[src/rtl/axis_play_buf.sv]
// Playback buffer: prefilled FIFO of 256-bit DMA words feeding a 2:1 gearbox onto
// the 128-bit DAC stream, with zero-fill and counting on underflow.
module axis_play_buf #(
  parameter int DEPTH   = 16,
  parameter int PREFILL = 8
) (
  input  logic                     axi_aclk,
  input  logic                     axi_rstb,
  input  logic [255:0]             s_axis_tdata,
  input  logic [31:0]              s_axis_tkeep,
  input  logic                     s_axis_tlast,
  input  logic                     s_axis_tvalid,
  output logic                     s_axis_tready,
  output logic [127:0]             m_axis_tdata,
  output logic                     m_axis_tvalid,
  input  logic                     m_axis_tready,
  input  logic                     play_enable,
  input  logic                     play_reset,
  output logic [1:0]               play_state,
  output logic [$clog2(DEPTH):0]   fifo_level,
  output logic [15:0]              underflow_cnt,
  output logic [7:0]               frame_cnt,
  output logic                     keep_err
);

  localparam int AW = $clog2(DEPTH);
  localparam int LW = AW + 1;

  typedef enum logic [1:0] {
    ST_IDLE    = 2'd0,
    ST_PREFILL = 2'd1,
    ST_PLAY    = 2'd2
  } state_t;

  function automatic logic [15:0] sat_inc16(input logic [15:0] v);
    return (v == 16'hFFFF) ? v : v + 16'd1;
  endfunction

  state_t          state, state_nxt;
  logic [AW-1:0]   wr_ptr, rd_ptr;
  logic [LW-1:0]   level;
  logic [15:0]     underflow_q;
  logic [7:0]      frame_q;
  logic            keep_err_q;

  // Each entry holds {tlast, tdata}
  logic [256:0]    mem [DEPTH];

  logic [255:0]    cur_data_p0;
  logic            cur_last_p0;
  logic            vld_p0, vld_nxt;
  logic            half_sel_p0, half_nxt;

  logic            full, empty, push, pop;
  logic            frame_inc, under_inc;

  assign full  = (level == LW'(DEPTH));
  assign empty = (level == '0);
  assign push  = s_axis_tvalid & ~full;

  always_comb begin
    state_nxt = state;
    pop       = 1'b0;
    vld_nxt   = vld_p0;
    half_nxt  = half_sel_p0;
    frame_inc = 1'b0;
    under_inc = 1'b0;
    case (state)
      ST_IDLE: begin
        if (play_enable) state_nxt = ST_PREFILL;
      end
      ST_PREFILL: begin
        if (!play_enable) begin
          state_nxt = ST_IDLE;
        end else if (level >= LW'(PREFILL)) begin
          state_nxt = ST_PLAY;
          pop       = 1'b1;
          vld_nxt   = 1'b1;
          half_nxt  = 1'b0;
        end
      end
      ST_PLAY: begin
        if (!play_enable) begin
          state_nxt = ST_IDLE;
          vld_nxt   = 1'b0;
          half_nxt  = 1'b0;
        end else if (m_axis_tready) begin
          if (!half_sel_p0) begin
            half_nxt = 1'b1;
          end else begin
            // Load point: upper half just left, fetch the next word or go silent
            half_nxt  = 1'b0;
            frame_inc = vld_p0 & cur_last_p0;
            if (!empty) begin
              pop     = 1'b1;
              vld_nxt = 1'b1;
            end else begin
              vld_nxt   = 1'b0;
              under_inc = 1'b1;
            end
          end
        end
      end
      default: state_nxt = ST_IDLE;
    endcase
  end

  always_ff @(posedge axi_aclk or negedge axi_rstb) begin
    if (!axi_rstb) begin
      state       <= ST_IDLE;
      wr_ptr      <= '0;
      rd_ptr      <= '0;
      level       <= '0;
      vld_p0      <= 1'b0;
      half_sel_p0 <= 1'b0;
      underflow_q <= '0;
      frame_q     <= '0;
      keep_err_q  <= 1'b0;
    end else if (play_reset) begin
      state       <= ST_IDLE;
      wr_ptr      <= '0;
      rd_ptr      <= '0;
      level       <= '0;
      vld_p0      <= 1'b0;
      half_sel_p0 <= 1'b0;
      underflow_q <= '0;
      frame_q     <= '0;
      keep_err_q  <= 1'b0;
    end else begin
      state       <= state_nxt;
      vld_p0      <= vld_nxt;
      half_sel_p0 <= half_nxt;
      if (push) wr_ptr <= wr_ptr + 1'b1;
      if (pop)  rd_ptr <= rd_ptr + 1'b1;
      level <= level + LW'(push) - LW'(pop);
      if (frame_inc) frame_q <= frame_q + 8'd1;
      if (under_inc) underflow_q <= sat_inc16(underflow_q);
      if (push && (s_axis_tkeep != 32'hFFFF_FFFF)) keep_err_q <= 1'b1;
    end
  end

  // Output stage: data only, qualified by vld_p0 so it needs no reset
  always_ff @(posedge axi_aclk) begin
    if (push) mem[wr_ptr] <= {s_axis_tlast, s_axis_tdata};
    if (pop)  {cur_last_p0, cur_data_p0} <= mem[rd_ptr];
  end

  assign s_axis_tready = ~full;
  assign m_axis_tvalid = (state == ST_PLAY);
  assign m_axis_tdata  = vld_p0 ? (half_sel_p0 ? cur_data_p0[255:128] : cur_data_p0[127:0])
                                : '0;
  assign play_state    = state;
  assign fifo_level    = level;
  assign underflow_cnt = underflow_q;
  assign frame_cnt     = frame_q;
  assign keep_err      = keep_err_q;

endmodule

[config.mk]
export PLATFORM = sky130hd
export DESIGN_NAME = axis_play_buf
export DESIGN_NICKNAME = d
export VERILOG_FILES = /design/src/rtl/axis_play_buf.sv
export SDC_FILE = /design/constraint.sdc
export NUM_CORES = 2
export LEC_CHECK = 0
export CAP_MARGIN = 0
export CORE_MARGIN = 2
export CORE_UTILIZATION = 64
export CTS_BUF_LIST = sky130_fd_sc_hd__clkbuf_4 sky130_fd_sc_hd__clkbuf_8
export DETAILED_ROUTE_END_ITERATION = 10
export PLACE_DENSITY = 0.82
export SLEW_MARGIN = 20
export SYNTH_ARGS = -nofsm -noshare
export SYNTH_HDL_FRONTEND = slang
export SYNTH_MEMORY_MAX_BITS = 65536
export SYNTH_SLANG_ARGS = --single-unit
[constraint.sdc]
create_clock -name axi_aclk -period 37.3 [get_ports axi_aclk]
set_input_delay 3.73 -clock axi_aclk [delete_from_list [all_inputs] [get_ports axi_aclk]]
set_output_delay 3.73 -clock axi_aclk [all_outputs]
set_load 0.03 [all_outputs]
==> impl_metrics.toml <==
[timing]
finalCriticalPeriod_ns = 8.34
setup_violations = 0
fin_crit_sh = 0.224
slew_violations = 0
slew_headroom = 0.209
rsz0062_at_grt = "false"
timing.fmax_ghz = 0.120
worst_slew_pin_slew_ns = 1.19
tns_ns = 0
hold_viol = 0
finClkSkew_ns = 0.106

[synthesis]
synth_area_leader_cell = "edfxtp_1"
ys_ff_latch = 4411
ys_warn_count = 0
synth_top_area_share = 0.788
synthCells = 6535
synth-edff-count = 4369
synthTopCellsByArea = "edfxtp_1 79%, mux4_2 17%, mux2i_1 0.78%, dfrtp_1 0.63%, nor2b_1 0.51%"
syn_avg_cell_area_um2 = 25.5
syn_nets = 6849
postSynth.asyncResetShare = 0.00952
syn_area_um2 = 166000
seq_area_frac_synth = 0.795
synthDistinctLibCells = 50
ys.flop_type = "edfxtp_1"

[critical_path]
slowest_delay_ns = 0.86
r2r_setup_slack_ns = 29.27
end_kind = "output port"
cp.required_ns = 33.57
critPathLaunchType = "flip-flop"
crit_path_top_delay_cell = "buf_4"
worstSetupPathType = "reg -> out"
cp_cell_sequence = "buf_4 > buf_4 > mux2i_1 > nor2b_1 > clkdlybuf4s50_1"
crit_fanout = 46
rr_startpoint = "rd_ptr[0]$_DFFE_PN0P_"
worstPathArrival_ns = 4.61
cp_common_cell = "buf_4"
crit_start = "half_sel_p0$_DFFE_PN0P_"

[global_routing]
grt_max_degree = 158
grt.total_usage = 0.294
antenna_found_initial = 114
grt_overflow = 0
grt_pass1_wl_um = 552000
grt_pass1_vias = 80140

[floorplanning]
dieHeight_um = 514
fp-row-count = 187
die_area_um2 = 264000
initial_core_util = 0.643
fp.dieW_um = 514
core-area_um2 = 259000
ios = 457

[finish]
syn2layout_area_growth_pct = 12.9
final_cell_mix = "4369 x edfxtp_1, 1285 x mux4_2, 680 x clkbuf_8"
layout_commonest_cell = "edfxtp_1"
seq_area_um2 = 132000
multiInputGateArea_um2 = 32600
final_cell_area_um2 = 188000
drive_gt1_frac = 0.309
fillers = 13058
fin_nets = 7762

[routing]
drt_iter0_markers = 9699
wl_per_cell_um = 33.5
ant_nets = 0
dr.pass1.iters = 6
wirelength_um = 382000
drc_errors = 0
vias = 76167
vias_per_cell = 6.69

[clock_network]
holdBufCountCts = 0
clock-root-buffer = "clkbuf_8"
cts_max_level = 6
tritoncts = "built"
clk_pin_slew_worst_paths_ns = 0.06
numCtsBuffers = 667
clockBufferDepth = 4
cts_resized = 0
clk_latency_ns = 1.08
cts.sinks = 4411
postCtsSetupBuffers = 0

[placement]
place_congestion = 0.779
io_buffers = 456
dpl-instance-area_um2 = 175000
dp_hpwl_um = 203000

[power_and_ir_drop]
comb_power_share = 0.102
p_leak_nw = 56.7
switchingPower_w = 0.00245
vdd_ir_drop_max_mv = 0.0397
internal_power_w = 0.00817
sequentialPowerShare = 0.540
pwr_density_cell_nw_per_um2 = 56.5
power_frac_clock = 0.358
switching_share = 0.231

[run_status]
status = "finished, final reports clean"

[hold_path]
hold_start = "keep_err$_DFFE_PN0P_"
hold_path.class = "reg -> reg"

[flow_run]
cap_violations = 0
synthesized netlist by cell type, drive strengths merged, types with 4 or more instances:
| library cell | n |
|---|---|
| and2 | 11 |
| buf | 171 |
| nor2 | 28 |
| ha | 18 |
| inv | 25 |
| nor4 | 10 |
| xnor2 | 7 |
| clkbuf | 158 |
| o21ai | 8 |
| nand3 | 11 |
| nand2b | 6 |
| or3 | 4 |
| mux2 | 6 |
| dfrtp | 42 |
| a211oi | 5 |
| nor3 | 7 |
| a21oi | 23 |
| o31ai | 8 |
| mux4 | 1285 |
| edfxtp | 4369 |
| nor2b | 135 |
| nand2 | 17 |
| or4 | 6 |
| nand4 | 17 |
| mux2i | 130 |
cell type report:
cell class	count	area share
diodes	41	0.000546
clock buffers	910	0.0590
clock inverters	260	0.00872
inverters	25	0.000500
multi-input cells	1770	0.174
flip-flops and latches	4411	0.704
well taps	3402	0.0227
repair buffers	573	0.0308
critical path: cells and delay by family, from the launching register on:
family	cells	cell delay [ns]
buf+inv	3	2.32
flops	1	0.79
mux	1	0.18
simple gates	1	0.16
cell families (layout without fill, tap and decap cells):
group | Yosys count | count (layout) | synth area share
xor gates and xnor gates | 10 | 10 | 0.000526
buffers and inverters | 354 | 1768 | 0.00991
adders and majority gates | 19 | 19 | 0.00147
muxes | 1421 | 1421 | 0.182
other | 0 | 41 | 0
AOI/OAI and AO/OA | 54 | 54 | 0.00201
DFF | 4411 | 4411 | 0.795
and+or+nand+nor | 266 | 266 | 0.00944
per-layer routing:
metal / share of wire / track usage / up-vias
li1: - / - / 30336
met1: 0.36 / 0.401 / 40231
met2: 0.49 / 0.457 / 4805
met3: 0.13 / 0.103 / 671
met4: 0.023 / 0.0891 / 124
met5: 0.0021 / 0 / -
registers in the layout, summed over array words and instances (netlist names), 2 cells and up:
signal	count
frame_cnt	8
cur_data_p0	256
play_state	2
mem	4112
fifo_level	5
underflow_cnt	16
rd_ptr	4
wr_ptr	4
metrics by stage:
| stage | hold slack, ns | total power (W) | util | cells | worst slack, ns |
|---|---|---|---|---|---|
| after floorplan | 0.551 | 0.00663 | - | 6535 | 7.63 |
| after global placement | 0.488 | 0.00688 | 0.675 | 10179 | 28.65 |
| after detailed placement | 0.494 | 0.00692 | 0.675 | 10179 | 28.40 |
| after CTS | 0.505 | 0.0107 | 0.725 | 11349 | 28.83 |
| after global routing | 0.547 | 0.0109 | 0.725 | 11377 | 28.37 |
| final | 0.502 | 0.0106 | 0.725 | 11392 | 28.96 |
path summary, 6_finish.rpt:
| kind | end | depth (start not counted) |
|---|---|---|
| setup / recovery | m_axis_tdata[56] | 5 |
| max in group asynchronous | rd_ptr[3]$_DFFE_PN0P_ | 2 |
| hold reg to reg | keep_err$_DFFE_PN0P_ | 1 |
| hold / removal | keep_err$_DFFE_PN0P_ | 1 |
| min in group asynchronous | underflow_cnt[8]$_DFFE_PN0P_ | 1 |
| setup reg to reg | cur_data_p0[44]$_DFFE_PP_ | 9 |
power by group through the flow:
stage / clock, W / sequential [W] / combinational, W
after global routing: 0.00405 / 0.00574 / 0.00115
final: 0.00381 / 0.00573 / 0.00108
after global placement: 0 / 0.00582 / 0.00106
after CTS: 0.00386 / 0.00573 / 0.00109
after floorplan: 0 / 0.00592 / 0.000711
after detailed placement: 0 / 0.00583 / 0.00109
Note: power is estimated with default switching activity, not from simulation.
